### src/rtl/rts_pkg.sv
// Shared types and default widths for the BIST session sequencer.
package rts_pkg;
  localparam int PRPG_SIZE = 20;
  localparam int SRSG_SIZE = 16;
  localparam int MISR_SIZE = 10;
  localparam int SISA_SIZE = 16;

  typedef enum logic [2:0] {
    S_IDLE, S_FETCH, S_APPLY, S_LAUNCH, S_WAIT, S_COMPARE, S_NEXT, S_DONE
  } state_t;
endpackage

### src/rtl/rts_session_controller_if.sv
// Configuration store bus: indexed read request, one-cycle valid with all fields.
interface rts_cfg_if #(
  parameter int CFG_AW    = 2,
  parameter int PRPG_SIZE = rts_pkg::PRPG_SIZE,
  parameter int SRSG_SIZE = rts_pkg::SRSG_SIZE,
  parameter int MISR_SIZE = rts_pkg::MISR_SIZE,
  parameter int SISA_SIZE = rts_pkg::SISA_SIZE
);
  logic                 cfg_rd;
  logic [CFG_AW-1:0]    cfg_addr;
  logic                 cfg_valid;
  logic [PRPG_SIZE-1:0] cfg_prpg_poly;
  logic [SRSG_SIZE-1:0] cfg_srsg_poly;
  logic [MISR_SIZE-1:0] cfg_misr_poly;
  logic [SISA_SIZE-1:0] cfg_sisa_poly;
  logic [MISR_SIZE-1:0] cfg_gold_misr;
  logic [SISA_SIZE-1:0] cfg_gold_sisa;

  modport master (
    output cfg_rd, cfg_addr,
    input  cfg_valid, cfg_prpg_poly, cfg_srsg_poly, cfg_misr_poly,
           cfg_sisa_poly, cfg_gold_misr, cfg_gold_sisa
  );
  modport slave (
    input  cfg_rd, cfg_addr,
    output cfg_valid, cfg_prpg_poly, cfg_srsg_poly, cfg_misr_poly,
           cfg_sisa_poly, cfg_gold_misr, cfg_gold_sisa
  );
endinterface

### src/rtl/rts_session_controller_watchdog.sv
// Per-configuration WAIT watchdog: clearable up-counter with terminal-count flag.
module rts_watchdog #(
  parameter int TIMEOUT_CYC = 2048,
  parameter int TMR_W       = 12
) (
  input  logic clk,
  input  logic rst_n,
  input  logic clr,
  input  logic en,
  output logic tc
);
  localparam logic [TMR_W-1:0] TC_VAL = TMR_W'(TIMEOUT_CYC - 1);

  logic [TMR_W-1:0] cnt;

  // Count WAIT cycles; the FSM leaves WAIT at terminal count so no wrap guard is needed.
  always_ff @(posedge clk or negedge rst_n) begin
    if (!rst_n)   cnt <= '0;
    else if (clr) cnt <= '0;
    else if (en)  cnt <= cnt + 1'b1;
  end

  assign tc = (cnt == TC_VAL);
endmodule

### src/rtl/rts_session_controller.sv
// Session sequencer: fetch each config, apply polys, launch a BIST round,
// wait for completion (with watchdog), compare signatures, accumulate verdict.
module rts_session_controller #(
  parameter int PRPG_SIZE   = rts_pkg::PRPG_SIZE,
  parameter int SRSG_SIZE   = rts_pkg::SRSG_SIZE,
  parameter int MISR_SIZE   = rts_pkg::MISR_SIZE,
  parameter int SISA_SIZE   = rts_pkg::SISA_SIZE,
  parameter int NUM_CFG     = 4,
  parameter int CFG_AW      = 2,
  parameter int TIMEOUT_CYC = 2048,
  parameter int TMR_W       = 12
) (
  input  logic                 clk,
  input  logic                 masterRst_n,
  input  logic                 start,
  rts_cfg_if.master            cfg,
  output logic [PRPG_SIZE-1:0] PRPG_Poly,
  output logic [SRSG_SIZE-1:0] SRSG_Poly,
  output logic [MISR_SIZE-1:0] MISR_Poly,
  output logic [SISA_SIZE-1:0] SISA_Poly,
  output logic                 rts_start,
  input  logic                 rts_done,
  input  logic [MISR_SIZE-1:0] MISR_Out,
  input  logic [SISA_SIZE-1:0] SISA_Out,
  output logic                 busy,
  output logic                 session_done,
  output logic                 pass,
  output logic [CFG_AW:0]      fail_count,
  output logic [CFG_AW-1:0]    first_fail_idx,
  output logic                 timeout_err
);
  import rts_pkg::*;

  localparam logic [CFG_AW-1:0] LAST_IDX = CFG_AW'(NUM_CFG - 1);
  localparam logic [CFG_AW:0]   FC_MAX   = (CFG_AW+1)'(NUM_CFG);

  state_t               state, state_nxt;
  logic [CFG_AW-1:0]    idx;
  logic                 done_q, done_rise;
  logic                 wd_tc, wd_timeout, mismatch, cfg_fail;
  logic [MISR_SIZE-1:0] gold_misr;
  logic [SISA_SIZE-1:0] gold_sisa;

  assign done_rise  = rts_done & ~done_q;
  assign mismatch   = ({MISR_Out, SISA_Out} != {gold_misr, gold_sisa});
  // done_rise beats the terminal count on the same cycle
  assign wd_timeout = (state == S_WAIT) && wd_tc && !done_rise;
  assign cfg_fail   = ((state == S_COMPARE) && mismatch) || wd_timeout;

  assign cfg.cfg_rd   = (state == S_FETCH);
  assign cfg.cfg_addr = idx;
  assign rts_start    = (state == S_LAUNCH);

  rts_watchdog #(.TIMEOUT_CYC(TIMEOUT_CYC), .TMR_W(TMR_W)) u_wd (
    .clk   (clk),
    .rst_n (masterRst_n),
    .clr   (state == S_LAUNCH),
    .en    (state == S_WAIT),
    .tc    (wd_tc)
  );

  // State register
  always_ff @(posedge clk or negedge masterRst_n) begin
    if (!masterRst_n) state <= S_IDLE;
    else              state <= state_nxt;
  end

  // Next-state logic; DONE accepts a new start exactly like IDLE
  always_comb begin
    state_nxt = state;
    case (state)
      S_IDLE, S_DONE: if (start)     state_nxt = S_FETCH;
      S_FETCH:        if (cfg.cfg_valid) state_nxt = S_APPLY;
      S_APPLY:        state_nxt = S_LAUNCH;
      S_LAUNCH:       state_nxt = S_WAIT;
      S_WAIT: begin
        if (done_rise)  state_nxt = S_COMPARE;
        else if (wd_tc) state_nxt = S_NEXT;
      end
      S_COMPARE:      state_nxt = S_NEXT;
      S_NEXT:         state_nxt = (idx == LAST_IDX) ? S_DONE : S_FETCH;
      default:        state_nxt = S_IDLE;
    endcase
  end

  // Config capture, index, edge-detect history and verdict accumulation
  always_ff @(posedge clk or negedge masterRst_n) begin
    if (!masterRst_n) begin
      done_q         <= 1'b0;
      idx            <= '0;
      PRPG_Poly      <= '0;
      SRSG_Poly      <= '0;
      MISR_Poly      <= '0;
      SISA_Poly      <= '0;
      gold_misr      <= '0;
      gold_sisa      <= '0;
      busy           <= 1'b0;
      session_done   <= 1'b0;
      pass           <= 1'b0;
      fail_count     <= '0;
      first_fail_idx <= '0;
      timeout_err    <= 1'b0;
    end else begin
      done_q <= rts_done;
      case (state)
        S_IDLE, S_DONE: if (start) begin
          fail_count     <= '0;
          first_fail_idx <= '0;
          timeout_err    <= 1'b0;
          pass           <= 1'b0;
          session_done   <= 1'b0;
          idx            <= '0;
          busy           <= 1'b1;
        end
        S_FETCH: if (cfg.cfg_valid) begin
          PRPG_Poly <= cfg.cfg_prpg_poly;
          SRSG_Poly <= cfg.cfg_srsg_poly;
          MISR_Poly <= cfg.cfg_misr_poly;
          SISA_Poly <= cfg.cfg_sisa_poly;
          gold_misr <= cfg.cfg_gold_misr;
          gold_sisa <= cfg.cfg_gold_sisa;
        end
        S_NEXT: begin
          if (idx == LAST_IDX) begin
            busy         <= 1'b0;
            session_done <= 1'b1;
            pass         <= (fail_count == '0) && !timeout_err;
          end else begin
            idx <= idx + 1'b1;
          end
        end
        default: ;
      endcase
      // Mismatch and timeout are scored the same way
      if (cfg_fail) begin
        if (fail_count != FC_MAX) fail_count <= fail_count + 1'b1;
        if (fail_count == '0)     first_fail_idx <= idx;
      end
      if (wd_timeout) timeout_err <= 1'b1;
    end
  end
endmodule

### src/flat_wrapper.sv
// flat-port wrapper written by rule: the top's interface ports become plain ports
module rts_session_controller_flat import rts_pkg::*;
#(
  parameter int PRPG_SIZE   = rts_pkg::PRPG_SIZE,
  parameter int SRSG_SIZE   = rts_pkg::SRSG_SIZE,
  parameter int MISR_SIZE   = rts_pkg::MISR_SIZE,
  parameter int SISA_SIZE   = rts_pkg::SISA_SIZE,
  parameter int NUM_CFG     = 4,
  parameter int CFG_AW      = 2,
  parameter int TIMEOUT_CYC = 2048,
  parameter int TMR_W       = 12
)
  (clk, masterRst_n, start, PRPG_Poly, SRSG_Poly, MISR_Poly, SISA_Poly, rts_start, rts_done, MISR_Out, SISA_Out, busy, session_done, pass, fail_count, first_fail_idx, timeout_err, cfg_cfg_rd, cfg_cfg_addr, cfg_cfg_valid, cfg_cfg_prpg_poly, cfg_cfg_srsg_poly, cfg_cfg_misr_poly, cfg_cfg_sisa_poly, cfg_cfg_gold_misr, cfg_cfg_gold_sisa);
  rts_cfg_if #(.CFG_AW(CFG_AW), .PRPG_SIZE(PRPG_SIZE), .SRSG_SIZE(SRSG_SIZE), .MISR_SIZE(MISR_SIZE), .SISA_SIZE(SISA_SIZE)) cfg_i ();
  input  logic clk;
  input  logic masterRst_n;
  input  logic start;
  output logic [PRPG_SIZE-1:0] PRPG_Poly;
  output logic [SRSG_SIZE-1:0] SRSG_Poly;
  output logic [MISR_SIZE-1:0] MISR_Poly;
  output logic [SISA_SIZE-1:0] SISA_Poly;
  output logic rts_start;
  input  logic rts_done;
  input  logic [MISR_SIZE-1:0] MISR_Out;
  input  logic [SISA_SIZE-1:0] SISA_Out;
  output logic busy;
  output logic session_done;
  output logic pass;
  output logic [CFG_AW:0] fail_count;
  output logic [CFG_AW-1:0] first_fail_idx;
  output logic timeout_err;
  output wire logic [$bits(cfg_i.cfg_rd)-1:0] cfg_cfg_rd;
  output wire logic [$bits(cfg_i.cfg_addr)-1:0] cfg_cfg_addr;
  input wire logic [$bits(cfg_i.cfg_valid)-1:0] cfg_cfg_valid;
  input wire logic [$bits(cfg_i.cfg_prpg_poly)-1:0] cfg_cfg_prpg_poly;
  input wire logic [$bits(cfg_i.cfg_srsg_poly)-1:0] cfg_cfg_srsg_poly;
  input wire logic [$bits(cfg_i.cfg_misr_poly)-1:0] cfg_cfg_misr_poly;
  input wire logic [$bits(cfg_i.cfg_sisa_poly)-1:0] cfg_cfg_sisa_poly;
  input wire logic [$bits(cfg_i.cfg_gold_misr)-1:0] cfg_cfg_gold_misr;
  input wire logic [$bits(cfg_i.cfg_gold_sisa)-1:0] cfg_cfg_gold_sisa;
  assign cfg_cfg_rd = cfg_i.cfg_rd;
  assign cfg_cfg_addr = cfg_i.cfg_addr;
  assign cfg_i.cfg_valid = cfg_cfg_valid;
  assign cfg_i.cfg_prpg_poly = cfg_cfg_prpg_poly;
  assign cfg_i.cfg_srsg_poly = cfg_cfg_srsg_poly;
  assign cfg_i.cfg_misr_poly = cfg_cfg_misr_poly;
  assign cfg_i.cfg_sisa_poly = cfg_cfg_sisa_poly;
  assign cfg_i.cfg_gold_misr = cfg_cfg_gold_misr;
  assign cfg_i.cfg_gold_sisa = cfg_cfg_gold_sisa;
  rts_session_controller #(.PRPG_SIZE(PRPG_SIZE), .SRSG_SIZE(SRSG_SIZE), .MISR_SIZE(MISR_SIZE), .SISA_SIZE(SISA_SIZE), .NUM_CFG(NUM_CFG), .CFG_AW(CFG_AW), .TIMEOUT_CYC(TIMEOUT_CYC), .TMR_W(TMR_W)) u_core (.clk(clk), .masterRst_n(masterRst_n), .start(start), .cfg(cfg_i), .PRPG_Poly(PRPG_Poly), .SRSG_Poly(SRSG_Poly), .MISR_Poly(MISR_Poly), .SISA_Poly(SISA_Poly), .rts_start(rts_start), .rts_done(rts_done), .MISR_Out(MISR_Out), .SISA_Out(SISA_Out), .busy(busy), .session_done(session_done), .pass(pass), .fail_count(fail_count), .first_fail_idx(first_fail_idx), .timeout_err(timeout_err));
endmodule
### config.mk
export PLATFORM = sky130hd
export DESIGN_NAME = rts_session_controller_flat
export DESIGN_NICKNAME = d
export VERILOG_FILES = /design/src/rtl/rts_pkg.sv /design/src/rtl/rts_session_controller_if.sv /design/src/rtl/rts_session_controller_watchdog.sv /design/src/rtl/rts_session_controller.sv /design/src/flat_wrapper.sv
export SDC_FILE = /design/constraint.sdc
export NUM_CORES = 1
export LEC_CHECK = 0
export ABC_AREA = 1
export CORE_MARGIN = 2
export CORE_UTILIZATION = 40
export CTS_CLUSTER_DIAMETER = 100
export CTS_CLUSTER_SIZE = 24
export DETAILED_ROUTE_END_ITERATION = 7
export PLACE_DENSITY = 0.73
export SYNTH_ARGS = -nofsm -noshare
export SYNTH_HDL_FRONTEND = slang
export SYNTH_SLANG_ARGS = --single-unit
### constraint.sdc
create_clock -name clk -period 2 [get_ports clk]
set_input_delay 0.5 -clock clk [delete_from_list [all_inputs] [get_ports clk]]
set_output_delay 0.5 -clock clk [all_outputs]
set_load 0.01 [all_outputs]
### Word level (Yosys, flattened, before mapping)

Cells that the tools add are included.

| storage, ports and cells | value |
|---|---|
| bits in registers | 115 |
| input bits | 119 |
| word-level logic and storage cells | 85 |

| cells by class | value |
|---|---|
| add/subtract/negate cells | 3 |
| equal/unequal tests | 16 |
| multiplexer cells | 29 |
| bitwise logic cells | 2 |
| reductions and logical operators | 19 |

Operator list:

| cell | count |
|---|---|
| $mux W3 | 9 |
| $ne A26 B26 Y1 | 1 |
| $mux W12 | 2 |
| $pmux W3 S7 | 1 |
| $add A12 B1 Y12 const B | 1 |
| $eq A12 B11 Y1 const B | 1 |
| $eq A3 B3 Y1 const B | 4 |
| $mux W2 | 6 |
| $reduce_and A3 Y1 | 3 |
| $reduce_bool A2 Y1 | 4 |
| $mux W1 | 7 |
| $eq A3 B2 Y1 const B | 2 |
| $logic_not A3 Y1 | 2 |
| $pmux W1 S2 | 3 |
| $logic_and A1 B1 Y1 | 4 |
| $ne A2 B1 Y1 const B | 2 |
| $ne A2 B2 Y1 const B | 2 |
| $pmux W2 S2 | 1 |
| $reduce_and A2 Y1 | 2 |
| $add A3 B1 Y3 const B | 1 |
| $eq A3 B1 Y1 const B | 1 |
| $ne A3 B1 Y1 const B | 1 |
| $ne A3 B3 Y1 const B | 1 |
| $add A2 B1 Y2 const B | 1 |
| 6 further kinds | 7 |

### Depth between registers and ports, before layout

Gate-level depths: netlist (run 1).

| depth | value |
|---|---|
| depth after elaboration | 6 |
| gate-level depth with buffers | 11 |

### Modules after synthesis

Synthesis (run 1) repeated with hierarchy kept, for this count alone.

| unflattened totals | value |
|---|---|
| cell total of the unflattened synthesis | 504 |
| area total of the unflattened synthesis | 5541.6 um^2 |

Modules (own cells, without submodules):

| module | times used | cells an instance | area an instance (um^2) | sequential area each (um^2) |
|---|---|---|---|---|
| rts_session_controller | 1 | 421 | 4867.2 | 2577.5 |
| rts_watchdog | 1 | 83 | 674.4 | 300.3 |

### Worst setup path before layout (run 1)

Ideal clock, no wire load.

| path | value |
|---|---|
| path type | reg-to-reg |
| start point | register u_core.u_wd.cnt[0] |
| end point | register u_core.state[1] |
| data arrival time | 1.419 ns |
| path slack | 0.464 ns |
| cell stages (with the launch flop) | 10 |
| path buffers | 0 |
| period minus slack after synthesis | 1.536 ns |
| cell sequence | dfrtp_1 > ha_1 > nand4_2 > nor2_1 > inv_1 > nor3_4 > or2_4 > nand2_1 > nand2_1 > nand2_1 |

| between the ends | value |
|---|---|
| cells in the longest elaborated chain, start to end | 3 |

RTL lines:

| what | RTL line | text |
|---|---|---|
| from (decl) | rts_session_controller_watchdog.sv:14 | `logic [TMR_W-1:0] cnt;` |
| from (signal assigned) | rts_session_controller_watchdog.sv:20 | `else if (en) cnt <= cnt + 1'b1;` |
| $eq A12 B11 Y1 | rts_session_controller_watchdog.sv:23 | `assign tc = (cnt == TC_VAL);` |
| $ne A3 B1 Y1 (no line) | - |  |
| $reduce_and A3 Y1 (no line) | - |  |
| to (signal assigned) | rts_session_controller.sv:65 | `else state <= state_nxt;` |
| to (decl) | rts_session_controller.sv:37 | `state_t state, state_nxt;` |

No other way between the ends.
A chain may end at the register's enable or synchronous reset.

### Final worst setup path (run 1)

| path | value |
|---|---|
| start point | register u_core.fail_count[2] |
| end point | output fail_count[2] |

RTL lines:

| what | RTL line | text |
|---|---|---|
| from (decl) | rts_session_controller.sv:28 | `output logic [CFG_AW:0] fail_count,` |
| from (signal assigned) | rts_session_controller.sv:136 | `if (fail_count != FC_MAX) fail_count <= fail_count + 1'b1;` |
| to (decl) | flat_wrapper.sv:29 | `output logic [CFG_AW:0] fail_count;` |

No word-level cell between the ends.

==> flow_metrics.tcl, run 1 <==
set metrics [dict create \
    grt-ovfl-total 0 \
    wirelength_um 13200 \
    worstPathArrival_ps 1400 \
    powerDensity_mw_per_mm2 1460 \
    grt_pass1_wl_um 21500 \
    worst_pin_slew_ps 329 \
    avgRoutedWirePerCell_um 14.5 \
    postRouteAntennaNets 0 \
    grt_use_total 0.194 \
    vias 4274 \
    slew_headroom 0.781 \
    power_leakage_nw 3.82 \
    drtIter0Drc 281 \
    final_layout_size_suffix_gt1_frac 0.184 \
    syn-num-nets 629 \
    p_int_mw 8.27 \
    first_pass_iters 5 \
    ys_warn_count 0 \
    fp.dieH_um 119 \
    synth-async-reset-ratio 1.00 \
    num_rows 42 \
    cts_tree "yes" \
    synth_area_mm2 0.00529 \
    numCtsBuffers 17 \
    critical_path.top_delay_family "buffers and inverters" \
    min_path_type "input pin to async pin" \
    start_util 0.404 \
    ctsHtreeMaxLevel 4 \
    postCtsHoldBufs 0 \
    place.gp.congestion 0.839 \
    grt_pass1_vias 4429 \
    cts.sinks 115 \
    fill_cells 1025 \
    layout_commonest_cell "clkdlybuf4s50_1" \
    status "completed" \
    post-route-min-period_ps 1900 \
    total_power_mw 11.9 \
    pin_count 194 \
    num_antenna_cells 0 \
    drc_errors 0 \
    clkLatencyLatePin_ps 410 \
    grt_antenna_before_repair 0 \
    synth_cell_types 32 \
    finClkSkew_ps 9.80 \
    ys_ff_latch 115 \
    rsz0062_at_grt "false" \
    crit_type "flop to primary output" \
    synth.avg_cell_area_um2 10.5 \
    die_x_um 119 \
    hold_viol 0 \
    setup_violations 0 \
    placement.io_buffers 193 \
    path_buf_inv 1 \
    start_kind "flop" \
    fin_nets 843 \
    drv_cap 0 \
    final_cell_mix "clkdlybuf4s50_1, dfrtp_1, nand2_1" \
    power_frac_seq 0.334 \
    dp_hpwl_um 9640 \
    clock_path_buffers 2 \
    p_clk_frac 0.268 \
    ys_seq_area_frac 0.544 \
    cp.required_ps 1500 \
    end_kind "primary output" \
    fin_hold_ws_ps 86.7 \
    synth_ff_type "dfrtp_1" \
    p_switching_mw 3.60 \
    path_clk_slew_ps 50 \
    slowest_delay_ps 570 \
    syn_to_final_growth_pct 53.4 \
    via_per_inst 4.71 \
    crit_fanout 5 \
    cts_root_buf "clkbuf_16" \
    post-route-period-util 0.949 \
    die_area_mm2 0.0142 \
    path_cells "clkdlybuf4s50_1" \
    fmax_mhz 527 \
    grt_max_degree 60 \
    ir_drop_v 0.000964 \
    crit_path_top_delay_cell "clkdlybuf4s50_1" \
    swShare 0.303 \
    synth_edf_count 0 \
    pwr-share-comb 0.398 \
    syn_inst 506 \
    design.core.area_mm2 0.0131 \
    slew_violations 0 \
]
==> power groups by stage <==
stage	Clock, mW	Sequential [mW]	Combinational, mW
final	3.18	3.97	4.73
after global routing	3.35	4.10	5.14
after CTS	3.25	3.97	4.76
after detailed placement	0	3.99	4.69
after global placement	0	3.94	4.59
after floorplan	0	4.24	2.16
==> Yosys cell counts, drive strengths merged, types with 3 or more instances <==
cell type / n / area (um2)
a21oi: 19 / 95.1
nor2: 62 / 240
o21ai: 16 / 83.8
mux2: 77 / 893
xor2: 9 / 78.8
nand3: 16 / 80.1
nor3: 3 / 37.5
nand2: 97 / 374
buf: 9 / 101
dfrtp: 115 / 2880
inv: 62 / 233
ha: 4 / 50.1
o31ai: 3 / 22.5
==> area by class of cell <==
cell class / instances / area (um2) / share of cell area
clock buffer: 21 / 470 / 0.0580
clock inverter: 10 / 155 / 0.0191
inverter: 62 / 233 / 0.0287
multi-input combinational: 319 / 2080 / 0.256
sequential: 115 / 2880 / 0.355
tap: 176 / 220 / 0.0271
timing repair buffer: 205 / 2080 / 0.256
==> routing by layer <==
metal / up-vias / track usage / wire [um]
met5: - / 0 / 0
li1: 2060 / - / -
met4: 0 / 0.0737 / 289
met1: 2019 / 0.219 / 5390
met3: 27 / 0.0766 / 999
met2: 168 / 0.329 / 6480
==> worst register-to-register path, stage by stage, from the launching register on <==
cell,delay (ps)
dfrtp_1,380
ha_1,230
nand4_2,160
nor2_1,130
inv_1,100
nor3_4,200
nand3b_4,160
nand2_2,150
nand2_1,100
nand2_1,70
==> state kept, by name, summed over array words and instances, names as in the netlist <==
name / flops
u_core.SISA_Poly: 16
u_core.u_wd.cnt: 12
u_core.gold_sisa: 16
u_core.timeout_err: 1
u_core.done_q: 1
u_core.session_done: 1
u_core.cfg.cfg_addr: 2
u_core.gold_misr: 10
u_core.SRSG_Poly: 16
u_core.MISR_Poly: 10
u_core.fail_count: 3
u_core.first_fail_idx: 2
u_core.busy: 1
u_core.pass: 1
u_core.state: 3
u_core.PRPG_Poly: 20
==> timing repair <==
item	in CTS	in global routing
pin swaps	0	1
buffers inserted	3	1
gates resized for setup	5	2
setup endpoints to repair	2	2
==> cell families after synthesis <==
logic type,synth area share
AOI/OAI and AO/OA,0.0468
xor gates and xnor gates,0.0182
DFF,0.544
muxes,0.169
and+or+nand+nor,0.149
buffers and inverters,0.0639
adders and majority gates,0.00946
==> per-stage QoR <==
step           setup TNS (ps)   util  cells  instance area, um2  worst slack (ps)
2_1_floorplan               0      -    506                5290               464
3_3_place_gp            -47.3  0.570    873                7460             -12.8
3_5_place_dp             -332  0.570    873                7460             -95.9
4_1_cts                     0  0.619    907                8100              27.3
5_1_grt                     0  0.620    908                8120              12.5
6_report                    0  0.620    908                8120               102
==> final timing paths <==
check                      slack, ps                       end                 start  depth (start not counted)
max                              100             fail_count[2]  u_core.fail_count[2]                          1
min                               90             u_core.done_q           masterRst_n                          2
max reg2reg                      250  u_core.first_fail_idx[0]    u_core.u_wd.cnt[0]                          9
min reg2reg                      500               u_core.pass    u_core.timeout_err                          1
max in group asynchronous       1620           u_core.state[2]           masterRst_n                          2
min in group clk                 500               u_core.pass    u_core.timeout_err                          1
(Power assumes the default switching activity.)
==> inputs of run 2 (changes only) <==
CAP_MARGIN = 5   (was default)
GPL_TIMING_DRIVEN = 0   (was default)
PLACE_DENSITY = 0.78   (was 0.73)
==> run 2 against run 1 <==
Against the previous run:
- non-clock buffer count unchanged
- clock power about the same
- sequential cell count unchanged
- final area down 0.18%
==> flow_metrics.tcl, run 2 (same netlist as run 1, synthesis figures left out) <==
set metrics [dict create \
    worst_slack_ps 80.2 \
    regMostFlops "u_core.PRPG_Poly" \
    cts.sinks 115 \
    finClkSkew_ps 7.71 \
    min_path_type "input pin to async pin" \
    grt_pass1_wl_um 21500 \
    path_cells "clkdlybuf4s50_1" \
    fmax_mhz 521 \
    cts_tree "yes" \
    drc_errors 0 \
    post-route-period-util 0.960 \
    worstPathArrival_ps 1420 \
    grt_antenna_before_repair 0 \
    vias 4249 \
    pre_cts_slack_ps -187 \
    fp.dieH_um 119 \
    setup_tns_ps 0 \
    via_per_inst 4.67 \
    drv_cap 0 \
    design.core.area_mm2 0.0131 \
    num_rows 42 \
    stdcell_area_mm2 0.00810 \
    powerDensity_mw_per_mm2 1460 \
    final_layout_size_suffix_gt1_frac 0.188 \
    wirelength_um 13100 \
    dp_hpwl_um 9760 \
    fin_hold_ws_ps 149 \
    slew_headroom 0.506 \
    r2r_cells 9 \
    critical_path.top_delay_family "buffers and inverters" \
    final_cell_mix "clkdlybuf4s50_1, dfrtp_1, nand2_1" \
    cp.required_ps 1500 \
    num_antenna_cells 0 \
    place.gp.congestion 0.854 \
    die_area_mm2 0.0142 \
    post-route-min-period_ps 1920 \
    hold_viol 0 \
    syn_to_final_growth_pct 53.2 \
    slowest_delay_ps 570 \
    fin_nets 843 \
    path_buf_inv 1 \
    postCtsHoldBufs 0 \
    largest_reg_flops 20 \
    slew_violations 0 \
    grt_use_total 0.193 \
    numCtsBuffers 17 \
    ir_drop_v 0.000814 \
    worst_pin_slew_ps 742 \
    cts_root_buf "clkbuf_16" \
    place_area_mm2 0.00747 \
    ctsHtreeMaxLevel 4 \
    crit_path_top_delay_cell "clkdlybuf4s50_1" \
    final_util 0.619 \
    layout_commonest_cell "clkdlybuf4s50_1" \
    power_leakage_nw 3.80 \
    first_pass_iters 4 \
    worstSetupPathDepth 1 \
    path_clk_slew_ps 50 \
    die_x_um 119 \
    crit_fanout 5 \
    start_util 0.404 \
    grt-ovfl-total 0 \
    start_kind "flop" \
    pin_count 194 \
    clock_path_buffers 2 \
    rsz0062_at_grt "false" \
    postRouteAntennaNets 0 \
    avgRoutedWirePerCell_um 14.4 \
    clkLatencyLatePin_ps 410 \
    crit_type "flop to primary output" \
    drtIter0Drc 253 \
    placement.io_buffers 193 \
    setup_violations 0 \
    grt_max_degree 62 \
    status "completed" \
    grt_pass1_vias 4556 \
    end_kind "primary output" \
]
-- run 2: timing repair --
item	4_1_cts	5_1_grt
pin swaps	0	1
setup endpoints to repair	2	2
setup buffers	0	1
gates resized for setup	7	4
-- run 2: final cells by class --
cell class,count,area [um2]
inverter,62,233
multi-input combinational,319,2080
fill,1039,4980
clock buffer,19,443
clock inverter,13,184
buffer,10,105
timing repair buffer,195,1960
tap,176,220
sequential,115,2880
-- run 2: final timing paths --
path	from	end	slack, ps
min in group clk	u_core.PRPG_Poly[19]	u_core.PRPG_Poly[19]	500
worst min-delay path	masterRst_n	u_core.first_fail_idx[0]	150
worst min register to register	u_core.PRPG_Poly[19]	u_core.PRPG_Poly[19]	500
worst max-delay path	u_core.fail_count[2]	fail_count[2]	80
max in group asynchronous	masterRst_n	u_core.SISA_Poly[11]	1110
worst max register to register	u_core.u_wd.cnt[0]	u_core.state[1]	270
-- run 2: layer usage --
layer / track usage / vias to the layer above / wire [um]
li1: - / 2059 / -
met1: 0.217 / 2025 / 5180
met2: 0.332 / 146 / 6630
met3: 0.0675 / 19 / 978
met4: 0.0841 / 0 / 263
met5: 0 / - / 0
-- run 2: where the power goes --
group	total, mW	internal (mW)	switching [mW]	leakage [nW]
clock	3.19	2.11	1.07	0.299
sequential	3.97	3.35	0.615	1.39
combinational	4.70	2.72	1.97	2.11
-- run 2: stage by stage --
stage | std cells | power [mW]
after CTS | 908 | 12.0
final | 909 | 11.9
after global placement | 875 | 8.49
after global routing | 909 | 12.6
after detailed placement | 876 | 8.71
after floorplan | 506 | 6.39
